`src/rtl/uart_pkg.sv`:
```
// Shared types and constants for the UART receive sequencer and its frame buffer.
package uart_pkg;

  localparam int          FRAME_W     = 9;
  localparam logic [15:0] DEFAULT_DIV = 16'd16;

  typedef enum logic [1:0] {
    ST_IDLE    = 2'd0,
    ST_RECV    = 2'd1,
    ST_CAPTURE = 2'd2
  } rx_state_t;

  // Last divider count for a given baud_div; zero is treated as a divide-by-one.
  function automatic logic [15:0] div_last16(input logic [15:0] div);
    return (div == 16'd0) ? 16'd0 : div - 16'd1;
  endfunction

endpackage

```
`src/rtl/uart_rx_fifo.sv`:
```
// Synchronous frame FIFO, DEPTH x FRAME_W; a pop is honoured only when non-empty and a push
// into a full FIFO only when a pop frees the slot in the same cycle.
module uart_rx_fifo
  import uart_pkg::*;
#(
  parameter int DEPTH = 4,
  parameter int CNT_W = 3
) (
  input  logic               clk,
  input  logic               resetN,
  input  logic               push,
  input  logic               pop,
  input  logic [FRAME_W-1:0] wdata,
  output logic [FRAME_W-1:0] rdata,
  output logic               full,
  output logic               empty,
  output logic [CNT_W-1:0]   count
);

  localparam int PTR_W = $clog2(DEPTH);

  logic [FRAME_W-1:0] mem [DEPTH];
  logic [PTR_W-1:0]   wr_ptr;
  logic [PTR_W-1:0]   rd_ptr;
  logic               do_push;
  logic               do_pop;

  assign empty   = (count == '0);
  assign full    = (count == CNT_W'(DEPTH));
  assign do_pop  = pop & ~empty;
  assign do_push = push & (~full | do_pop);

  always_ff @(posedge clk) begin
    if (!resetN) begin
      wr_ptr <= '0;
      rd_ptr <= '0;
      count  <= '0;
    end else begin
      if (do_push) wr_ptr <= wr_ptr + PTR_W'(1);
      if (do_pop)  rd_ptr <= rd_ptr + PTR_W'(1);
      count <= count + CNT_W'(do_push) - CNT_W'(do_pop);
    end
  end

  // Storage needs no reset: the head is masked to zero while empty.
  always_ff @(posedge clk) begin
    if (do_push) mem[wr_ptr] <= wdata;
  end

  assign rdata = empty ? '0 : mem[rd_ptr];

endmodule

```
`src/rtl/uart_rx_ctrl.sv`:
```
// UART receive sequencer: bit-rate strobe divider, end-of-frame FSM and frame FIFO.
// Build option UART_RX_DROP_BAD_EN: discard frames flagged with a parity error.
//
//   state      | meaning
//   -----------+-----------------------------------------------
//   ST_IDLE    | waiting for the receiver to start a frame
//   ST_RECV    | frame in progress, waiting for busy to fall
//   ST_CAPTURE | one cycle: write {rx_error, rx_data} to FIFO
module uart_rx_ctrl
  import uart_pkg::*;
#(
  parameter int DIV_W = 16,
  parameter int DEPTH = 4,
  parameter int CNT_W = 3
) (
  input  logic             clk,
  input  logic             resetN,
  input  logic             enable,
  input  logic [DIV_W-1:0] baud_div,
  output logic             rx_en,
  input  logic             rx_busy,
  input  logic [7:0]       rx_data,
  input  logic             rx_error,
  output logic [7:0]       out_data,
  output logic             out_err,
  output logic             out_valid,
  input  logic             out_ready,
  output logic [CNT_W-1:0] fifo_count,
  output logic             overflow,
  input  logic             clr_overflow
);

  rx_state_t          state;
  rx_state_t          state_nxt;
  logic [DIV_W-1:0]   div_cnt;
  logic [DIV_W-1:0]   div_last;
  logic               capture;
  logic               frame_ok;
  logic               push;
  logic               pop_eff;
  logic               fifo_full;
  logic               fifo_empty;
  logic [FRAME_W-1:0] wdata;
  logic [FRAME_W-1:0] head;

  assign div_last = (baud_div == '0) ? '0 : baud_div - DIV_W'(1);

  // >= rather than == so a shrinking baud_div wraps immediately instead of rolling over.
  always_ff @(posedge clk) begin
    if (!resetN || !enable) begin
      div_cnt <= '0;
      rx_en   <= 1'b0;
    end else if (div_cnt >= div_last) begin
      div_cnt <= '0;
      rx_en   <= 1'b1;
    end else begin
      div_cnt <= div_cnt + DIV_W'(1);
      rx_en   <= 1'b0;
    end
  end

  always_ff @(posedge clk) begin
    if (!resetN) state <= ST_IDLE;
    else         state <= state_nxt;
  end

  always_comb begin
    state_nxt = state;
    case (state)
      ST_IDLE:    if (enable && rx_busy)  state_nxt = ST_RECV;
      ST_RECV:    if (enable && !rx_busy) state_nxt = ST_CAPTURE;
      ST_CAPTURE: state_nxt = ST_IDLE;
      default:    state_nxt = ST_IDLE;
    endcase
  end

  assign capture = (state == ST_CAPTURE);

`ifdef UART_RX_DROP_BAD_EN
  assign frame_ok = ~rx_error;
  assign out_err  = 1'b0;
`else
  assign frame_ok = 1'b1;
  assign out_err  = head[FRAME_W-1];
`endif

  assign wdata    = {rx_error, rx_data};
  assign push     = capture & frame_ok;
  assign pop_eff  = out_ready & ~fifo_empty;

  always_ff @(posedge clk) begin
    if (!resetN || clr_overflow)            overflow <= 1'b0;
    else if (push && fifo_full && !pop_eff) overflow <= 1'b1;
  end

  uart_rx_fifo #(
    .DEPTH (DEPTH),
    .CNT_W (CNT_W)
  ) u_fifo (
    .clk    (clk),
    .resetN (resetN),
    .push   (push),
    .pop    (out_ready),
    .wdata  (wdata),
    .rdata  (head),
    .full   (fifo_full),
    .empty  (fifo_empty),
    .count  (fifo_count)
  );

  assign out_data  = head[7:0];
  assign out_valid = ~fifo_empty;

endmodule
```
`config.mk`:
```
export PLATFORM = sky130hd
export DESIGN_NAME = uart_rx_ctrl
export DESIGN_NICKNAME = d
export VERILOG_FILES = /design/src/rtl/uart_pkg.sv /design/src/rtl/uart_rx_fifo.sv /design/src/rtl/uart_rx_ctrl.sv
export SDC_FILE = /design/constraint.sdc
export NUM_CORES = 1
export LEC_CHECK = 0
export ABC_AREA = 1
export BUFFER_PORTS_ARGS = -buffer_cell sky130_fd_sc_hd__buf_2
export CAP_MARGIN = 10
export CORE_ASPECT_RATIO = 1.4
export CORE_MARGIN = 2
export CORE_UTILIZATION = 57
export CTS_BUF_LIST = sky130_fd_sc_hd__clkbuf_4 sky130_fd_sc_hd__clkbuf_8
export CTS_CLUSTER_SIZE = 28
export DETAILED_ROUTE_END_ITERATION = 12
export PLACE_DENSITY = 0.78
export SLEW_MARGIN = 40
export SYNTH_ARGS = -nofsm -noshare
export SYNTH_HDL_FRONTEND = slang
export SYNTH_SLANG_ARGS = --single-unit
```
`constraint.sdc`:
```
create_clock -name clk -period 2.5 [get_ports clk]
set_input_delay 0.375 -clock clk [delete_from_list [all_inputs] [get_ports clk]]
set_output_delay 0.375 -clock clk [all_outputs]
set_load 0.05 [all_outputs]
```
* Word level (Yosys, flattened, before mapping)
Memory sizes are Yosys's and may differ from the RTL's. A register that Yosys moved wholly into a read port is not among the register bits. Index checks and enable logic that the tools add are counted.
Word-level totals: output and inout port bits 15, bits of input ports 31, bits in writable memories 36, bits in registers 27, memories 1
Memory list:
- u_fifo.mem | depth 4, width 9, read ports 1, clocked after Yosys merged registers in 1, wr ports 1, RTL line uart_rx_fifo.sv:22 | logic [FRAME_W-1:0] mem [DEPTH];
Operators by class: equality and inequality tests 5, reduce and logical (&&, ||, !) cells 15, muxes and demuxes 10, add/sub/neg operators 6, $lt $le $gt $ge 1, bitwise logic cells 5
Operators with widths (number):
- 16-bit by 1-bit adder with 16-bit output (second input constant) | 1
- 16-bit >= comparator | 1
- 16-bit logical NOT | 1
- 16-bit 2-to-1 mux | 1
- 16-bit by 1-bit subtractor with 16-bit output (second input constant) | 1
- 9-bit 2-to-1 mux | 1
- 2-bit 2-to-1 mux | 4
- 2-bit by 1-bit adder with 2-bit output (second input constant) | 2
- 1-bit logical AND | 4
- 1-bit logical NOT | 4
- 2-bit inequality test (second input constant) | 2
- 2-bit case mux with 2 select lines | 1
- 3-bit by 1-bit adder with 3-bit output | 1
- 3-bit equality test (second input constant) | 1
- 3-bit logical NOT | 1
- 1-bit 2-to-1 mux | 3
- 3-bit by 1-bit subtractor with 3-bit output | 1
- 1-bit bitwise AND | 2
- 2-bit by 1-bit equality test with 1-bit output (second input constant) | 1
- 2-bit equality test (second input constant) | 1
- 2-bit logical NOT | 1
- 1-bit logical OR | 2
- 1-bit NOT | 2
- 2-bit AND reduction | 1
- 2 further kinds | 2

* Depth between registers and ports, before layout
Gate-level depths: netlist of the first run.
depth after elaboration 7, depth in mapped cells 18, depth with buffers taken out 17

* Modules after synthesis
A second synthesis of the first run with hierarchy kept.
Second synthesis, totals: cells, all modules 445, area, all modules 3739.8 µm²
Modules (own cells, without submodules):
- uart_rx_fifo | instances 1, seq. area each 1261.2 µm², cells an instance 174, area an instance 1930.6 µm²
- uart_rx_ctrl | instances 1, seq. area each 400.4 µm², cells an instance 271, area an instance 1809.2 µm²

* Least setup slack after synthesis of the first run
OpenSTA, ideal clock, no wires.
path type reg-to-reg, from reg u_fifo.count[1], to reg u_fifo.count[2], arrival 2.232 ns, period minus slack after synthesis 2.379 ns, path slack 0.121 ns, stages on the path, launching flop included 11, path buffers 0, library setup time 0.146 ns, path through dfxtp_1 -> nor3_1 -> nor2_1 -> ha_1 -> inv_1 -> ha_1 -> inv_1 -> fa_1 -> xor2_1 -> o21ai_0 -> a21oi_1
On the way: longest elaborated chain between the ends 7, elaborated cells on any way between the ends 9, those cells by class add/sub (2); eq/ne (1); bitwise (5); reduce/logical (1)
Ends and longest elaborated chain:
- start, declared | RTL line uart_rx_fifo.sv:17 | output logic [CNT_W-1:0] count
- start signal, assigned | RTL line uart_rx_fifo.sv:41 | count <= count + CNT_W'(do_push) - CNT_W'(do_pop);
- 3-bit logical NOT * | RTL line uart_rx_fifo.sv:28 | assign empty = (count == '0);
- 1-bit NOT *
- 1-bit bitwise AND *
- net pop_eff | RTL line uart_rx_ctrl.sv:40 | logic pop_eff;
- 1-bit bitwise OR | RTL line uart_rx_fifo.sv:31 | assign do_push = push & (~full | do_pop);
- 1-bit bitwise AND | RTL line uart_rx_fifo.sv:31
- 3-bit by 1-bit adder with 3-bit output | RTL line uart_rx_fifo.sv:41
- 3-bit by 1-bit subtractor with 3-bit output * | RTL line uart_rx_fifo.sv:41
Mark *: on every way through the listed nets, which the timed path passes. The rest lies on a longest branch. A chain may end at the register's enable or synchronous reset.

* Worst setup path in the final report of the first run
from in baud_div[0], to reg div_cnt[3]
On the way: longest elaborated chain between the ends 4, elaborated cells on any way between the ends 5, those cells by class add/sub (1); order compare (1); mux (1); reduce/logical (2)
Ends and longest elaborated chain:
- start, declared | RTL line uart_rx_ctrl.sv:19 | input logic [DIV_W-1:0] baud_div,
- 16-bit by 1-bit subtractor with 16-bit output or 16-bit logical NOT (tied branches) | RTL line uart_rx_ctrl.sv:46 | assign div_last = (baud_div == '0) ? '0 : baud_div - DIV_W'(1);
- 16-bit 2-to-1 mux * | RTL line uart_rx_ctrl.sv:46
- 16-bit >= comparator * | RTL line uart_rx_ctrl.sv:53 | end else if (div_cnt >= div_last) begin
- 2-bit OR reduction (no source line) *
- end signal, assigned | RTL line uart_rx_ctrl.sv:57 | div_cnt <= div_cnt + DIV_W'(1);
- end, declared | RTL line uart_rx_ctrl.sv:35 | logic [DIV_W-1:0] div_cnt;
Mark *: on every way between the ends. The rest lies on a longest branch, timed or not.

==> results by group, run 1 <==
Layout
  – Final Instance Area: between 4000 and 5000 um2
  – Reg area: 1660 um2
  – Fin cells: 561
  – Number of antenna repair diodes: 0
  – Most common cell after layout, fill and taps aside: nor2_1
  – Commonest non-fill, non-tap cells in the layout: 78 x nor2_1, 56 x inv_1, 55 x nand2_1, 45 x buf_2, 36 x edfxtp_1
  – Number of nets in the layout: 541
  – Area delta synth->final: 15.0%
  – Share of layout cells above drive strength 1: 0.204
  – Fill count: 498
  – Final design utilization: 0.670
  – Multi-input gate area: 1680 um2

Clock network
  – H-tree depth: 3
  – Hold_buf cts: 0
  – Cts bufs inserted: 9
  – Root Driver: clkbuf_8
  – Post_cts resized: 0
  – CTS tree: built
  – Clk Latency, worst-skew pair: around 330 ps
  – Setup repair bufs after CTS: 0
  – Max clock buf depth: 2
  – Clock Sink Count: 65
  – Clock transition at path regs: 70 ps

Placement
  – GP Congestion: 0.827
  – Port bufs: 45
  – Pre-CTS setup slack: -57.8 ps
  – Hpwl dp: 5390 um
  – Placed cell area: ~3900 um2
  – Placed Instances: about 550

Synth
  – Register area share after synthesis: 0.462
  – Yosys cell types: 32
  – Post-synthesis register bit count: 65
  – Yosys Warn Count: 0
  – Post-Synthesis Cells: 426
  – Mean area per synthesized cell: roughly 8.4 um2
  – Syn_nets: 483
  – Synthesized cell area: 3590 um2

Die
  – Std-Cell Core Area: 6170 um2
  – Row count: 34
  – Die Y: 97.9 um
  – Initial core utilization: 0.583
  – Die ar.: a little under 7000 um2
  – Ports: 46
  – Die Wd: approximately 71 um

STA
  – Final Max Tran Viols: 0
  – Final Cycle Share: 0.888
  – Hold Violations, Final: 0
  – Worst clock skew: 7.67 ps
  – Worst-Margin Slew: 444 ps
  – Final setup margin: 281 ps
  – Slew HR: 0.704
  – Achievable frequency: 451 MHz
  – Final setup vio count: 0
  – Fin crit period: 2220 ps
  – Setup TNS: 0 ps
  – Hold Slack: slightly below 200 ps
  – RSZ-0062 raised after global routing: no

Pwr
  – P per Cell Area: 784 nW/um2
  – Leakage power: 1.77 nW
  – Max IR drop VDD: 344 uV
  – Overall Power: approximately 3.2 mW

GRT
  – Final global-route overflow total: 0
  – Initial antenna violation count: 0
  – Global Route Usage Sum: 0.217
  – Number of global-route vias before repair: 2851
  – First-pass GRT wire length: 12000 um
  – Largest net degree at the start of global routing: 19

Critical path
  – Critical path type: primary input to flop
  – Startpoint Class: primary input
  – Data required, critical path: 2760 ps
  – Worst EP arrival: 2480 ps
  – Worst-path maximum fanout: 16
  – Crit end category: flop

Worst hold path
  – Hold WC Path Type: primary input to flop

Drt
  – ANT nets after route: 0
  – Drt pass-1 iters: 5
  – DR vias/cell: 5.20
  – Residual DRC count: 0
  – Drt first-iter violations: 104
  – Per-cell routed wire length: ~13 um
  – Via Count: roughly 3000
  – Drt total wl: 7030 um

Job
  – Max_cap viols: 0

Outcome
  – Status: finished, final reports clean
cells in the mapped netlist:
library cell,count,area share
nor4_1,1,0.0017
nor3_2,2,0.0056
o21ai_0,26,0.036
o21bai_1,1,0.0021
or2_2,3,0.0052
buf_2,4,0.0056
clkinv_1,1,0.0010
nor2_2,20,0.035
buf_6,1,0.0031
nand3_4,1,0.0049
nor3_1,5,0.0070
inv_1,56,0.058
nand3_2,1,0.0028
nand3_1,25,0.035
xor2_1,16,0.039
a21oi_1,22,0.031
a31o_2,1,0.0024
or2_1,1,0.0017
nand2_1,55,0.057
o211ai_1,1,0.0021
xnor2_1,4,0.0097
a2111oi_0,1,0.0024
nor2_1,78,0.081
fa_1,1,0.0056
a31oi_1,1,0.0017
nand4_1,3,0.0052
ha_1,25,0.087
edfxtp_1,36,0.30
clkbuf_2,1,0.0014
dfxtp_1,29,0.16
nand2_2,3,0.0052
clkbuf_1,1,0.0010
flip-flops by register name (all words and copies together) (netlist names), named ones only:
name           cells
u_fifo.rd_ptr      2
overflow           1
u_fifo.wr_ptr      2
u_fifo.mem        36
u_fifo.count       3
state              2
rx_en              1
div_cnt           16
routing by layer:
layer | GRT usage | up-vias | share of wire
li1 | - | 1504 | -
met1 | 0.219 | 1338 | 0.39
met2 | 0.421 | 64 | 0.56
met3 | 0.0330 | 11 | 0.029
met4 | 0.103 | 0 | 0.020
met5 | 0 | - | 0
worst paths after layout:
kind,endpoint,startpoint,slack [ps],depth (start not counted)
max reg2reg,u_fifo.count[2]$_SDFF_PN0_,u_fifo.count[1]$_SDFF_PN0_,360,10
min,overflow$_SDFFE_PP0P_,clr_overflow,190,2
max,div_cnt[3]$_SDFF_PP0_,baud_div[0],280,15
min reg2reg,state[1]$_SDFFE_PN0P_,state[1]$_SDFFE_PN0P_,450,1
power by group:
group	internal, mW	leakage (nW)	switching, mW	total [mW]
Combinational	0.297	1.12	0.864	1.16
Sequential	1.17	0.559	0.0483	1.22
Clock	0.458	0.0929	0.400	0.857
worst max-delay path, stage by stage:
cell,delay [ps]
buf_2,110
inv_1,110
ha_1,210
nand2_2,110
nor3_2,260
or2_2,160
nand3_1,90
ha_1,280
nand2_1,60
inv_1,50
nand2_1,60
a21oi_1,70
nor2_2,150
nand3_4,230
nor2_1,160
cells by family (layout without fill, tap and decap cells):
logic type / count (synthesis) / after routing / share of synthesized area
simple gates: 198 / 198 / 0.248
xor+xnor: 20 / 20 / 0.0487
flops: 65 / 65 / 0.462
compound gates: 53 / 53 / 0.0776
fa+ha+maj: 26 / 26 / 0.0926
buf+inv: 64 / 127 / 0.0707
cell type report:
class | count | area share
Clock inverter | 7 | 0.0173
Sequential cell | 65 | 0.402
Tap cell | 72 | 0.0218
Timing Repair Buffer | 54 | 0.0709
Inverter | 57 | 0.0518
Multi-Input combinational cell | 297 | 0.406
Clock buffer | 9 | 0.0300
(Power assumes the default switching activity.)
==> inputs of run 2 (changes only) <==
- CELL_PAD_IN_SITES_DETAIL_PLACEMENT: unset -> 1
- CELL_PAD_IN_SITES_GLOBAL_PLACEMENT: unset -> 2
- CORE_UTILIZATION: 57 -> 36
- PLACE_DENSITY: 0.78 -> 0.81
==> run 2 against run 1 <==
Critical path depth shrank 9. Power increased by 2.2%. Global-route usage down 4.9 points. Die area up 55%. Worst setup slack lost 76 ps. Cell count is 12% higher. Utilization fell by 23 points. Clock skew shrank 1.8 ps.
==> results by group, run 2 (synthesis results as in run 1) <==
Placement
  – Placed Instances: 613 (+12%)
  – Placed cell area: 4050 um2 (+3.0%)
  – GP Congestion: 0.744 (-10%)
  – Port bufs: 45 (unchanged)
  – Hpwl dp: 6650 um (+23%)

GRT
  – Initial antenna violation count: 0 (unchanged)
  – Number of global-route vias before repair: 3073 (+7.8%)
  – Final global-route overflow total: 0 (unchanged)
  – Largest net degree at the start of global routing: 19 (unchanged)
  – First-pass GRT wire length: 13800 um (+15%)
  – Global Route Usage Sum: 0.168 (-0.0494)

Clock network
  – Hold_buf cts: 0 (unchanged)
  – Clock Sink Count: 65 (unchanged)
  – H-tree depth: 3 (unchanged)
  – CTS tree: built
  – Cts bufs inserted: 9 (unchanged)
  – Clk Latency, worst-skew pair: 330 ps (about the same)
  – Max clock buf depth: 2 (unchanged)
  – Clock transition at path regs: 70 ps (about the same)
  – Root Driver: clkbuf_8

Drt
  – DR vias/cell: 4.67 (-10%)
  – Per-cell routed wire length: 13.3 um (+6.1%)
  – ANT nets after route: 0 (unchanged)
  – Drt total wl: 8360 um (+19%)
  – Residual DRC count: 0 (unchanged)
  – Drt pass-1 iters: 4 (-1)
  – Via Count: 2936 (+0.65%)
  – Drt first-iter violations: 114 (+9.6%)

Job
  – Max_cap viols: 0 (unchanged)

STA
  – RSZ-0062 raised after global routing: no
  – Slew HR: 0.636 (-0.0673)
  – Final Cycle Share: 0.918 (+0.0302)
  – Fin crit period: 2300 ps (+75.5 ps)
  – Hold Violations, Final: 0 (unchanged)
  – Worst-Margin Slew: 545 ps (+101 ps)
  – Final setup vio count: 0 (unchanged)
  – Achievable frequency: 436 MHz (-3.3%)
  – Final Max Tran Viols: 0 (unchanged)
  – Hold Slack: 188 ps (-5.08 ps)
  – Worst clock skew: 5.91 ps (-1.76 ps)

Worst hold path
  – Hold WC Path Type: primary input to flop

Critical path
  – R2R setup slack: 310 ps (-50 ps)
  – Worst reg2reg path depth: 10 (unchanged)
  – Startpoint Class: flop
  – Crit end category: primary output
  – CP max-delay cell: dfxtp_1
  – Critical path type: flop to primary output
  – Data required, critical path: 2120 ps (-640 ps)
  – Slowest stage delay, CP: 660 ps (+380 ps)
  – Most frequent CP cell: nor2_1
  – Setup crit end: out_data[3]
  – Worst-path maximum fanout: 12 (-4)
  – Worst R2R End: u_fifo.count[2]$_SDFF_PN0_
  – Worst EP arrival: 1920 ps (-560 ps)
  – Reg2reg start: u_fifo.count[2]$_SDFF_PN0_
  – Worst path cell trace: buf_4 > nor2_1 > nor2_1 > o21ai_0 > a21oi_1 > buf_2

Layout
  – Max reg flops: 36 (unchanged)
  – Most common cell after layout, fill and taps aside: nor2_1
  – Fin cells: 629 (+12%)
  – Top reg by flops: u_fifo.mem
  – Share of layout cells above drive strength 1: 0.217 (+0.0121)
  – Number of antenna repair diodes: 0 (unchanged)
  – Top flop regs: u_fifo.mem: 36 flops, div_cnt: 16 flops, u_fifo.count: 3 flops
  – Area delta synth->final: 18.6%
  – Commonest non-fill, non-tap cells in the layout: 78 x nor2_1, 55 x inv_1, 55 x nand2_1, 45 x buf_2, 36 x edfxtp_1
  – Number of nets in the layout: 547 (+1.1%)
  – Fill count: 1264 (+150%)
  – Final Instance Area: 4260 um2 (+3.2%)

Die
  – Initial core utilization: 0.367 (-0.216)
  – Std-Cell Core Area: 9790 um2 (+59%)
  – Die Wd: 88.4 um (+24%)
  – Ports: 46 (unchanged)
  – Row count: 43 (+26%)
  – Die ar.: 10800 um2 (+55%)
  – Die Y: 122 um (+25%)

Pwr
  – Share of power burned in registers: 0.376 (about the same)
  – Leakage power: 1.81 nW (+2.3%)
  – Clock Power Share: 0.267 (+0.002)
  – P per Cell Area: 777 nW/um2 (-0.94%)
  – Psw: 1.31 mW (about the same)
  – Switching share of power: 0.396 (-0.00889)
  – Logic pwr share: 0.358 (about the same)
  – Internal: 2.00 mW (+3.7%)
  – Max IR drop VDD: 244 uV (-29%)
  – Overall Power: 3.31 mW (+2.2%)

Outcome
  – Status: finished, final reports clean
## run 2: power by group through the flow
| stage | Clock, mW | Sequential, mW | Combinational (mW) |
|---|---|---|---|
| floorplan | 0 | 1.31 | 0.812 |
| global placement | 0 | 1.26 | 1.16 |
| detailed placement | 0 | 1.26 | 1.19 |
| CTS | 0.912 | 1.24 | 1.19 |
| global route | 0.965 | 1.25 | 1.30 |
| finish | 0.883 | 1.24 | 1.18 |
## run 2: worst min-delay path by stage
stage | from | to | cells past startpoint
detailed placement | state[1]$_SDFFE_PN0P_ | state[1]$_SDFFE_PN0P_ | 1
CTS | clr_overflow | overflow$_SDFFE_PP0P_ | 2
finish | clr_overflow | overflow$_SDFFE_PP0P_ | 2
global placement | state[1]$_SDFFE_PN0P_ | state[1]$_SDFFE_PN0P_ | 1
global route | clr_overflow | overflow$_SDFFE_PP0P_ | 2
floorplan | state[1]$_SDFFE_PN0P_ | state[1]$_SDFFE_PN0P_ | 1
## run 2: layout make-up
type,count,area [um2],share of cell area
Timing Repair Buffer,60,338,0.0792
Tap cell,135,169,0.0396
Multi-Input combinational cell,297,1680,0.394
Inverter,57,218,0.0511
Clock buffer,12,159,0.0373
Sequential cell,65,1660,0.390
Clock inverter,3,40.0,0.00939
## run 2: timing repair
action / 4_1_cts / 5_1_grt
setup buffers: 0 / 1
endpoints found under the setup margin: 0 / 1
resized for setup: 0 / 1
## run 2: stage by stage
stage                      util  setup TNS, ps  worst slack, ps
final                     0.435              0              205
after global routing      0.435              0             29.2
after CTS                 0.434              0              103
after detailed placement  0.414          -2180             -155
after global placement    0.414          -1720             -116
after floorplan               -              0              121
## run 2: critical path: cells and delay by family, from the launching register on
kind,cells,cell delay (ps)
flops,1,660
buf+inv,2,540
compound gates,2,260
simple gates,2,120
## run 2: metal layers
layer / vias up / part of all wire / global-route usage
met5: - / 0 / 0
met4: 0 / 0.012 / 0.0672
met3: 6 / 0.023 / 0.0303
li1: 1509 / - / -
met2: 44 / 0.58 / 0.334
met1: 1377 / 0.38 / 0.164
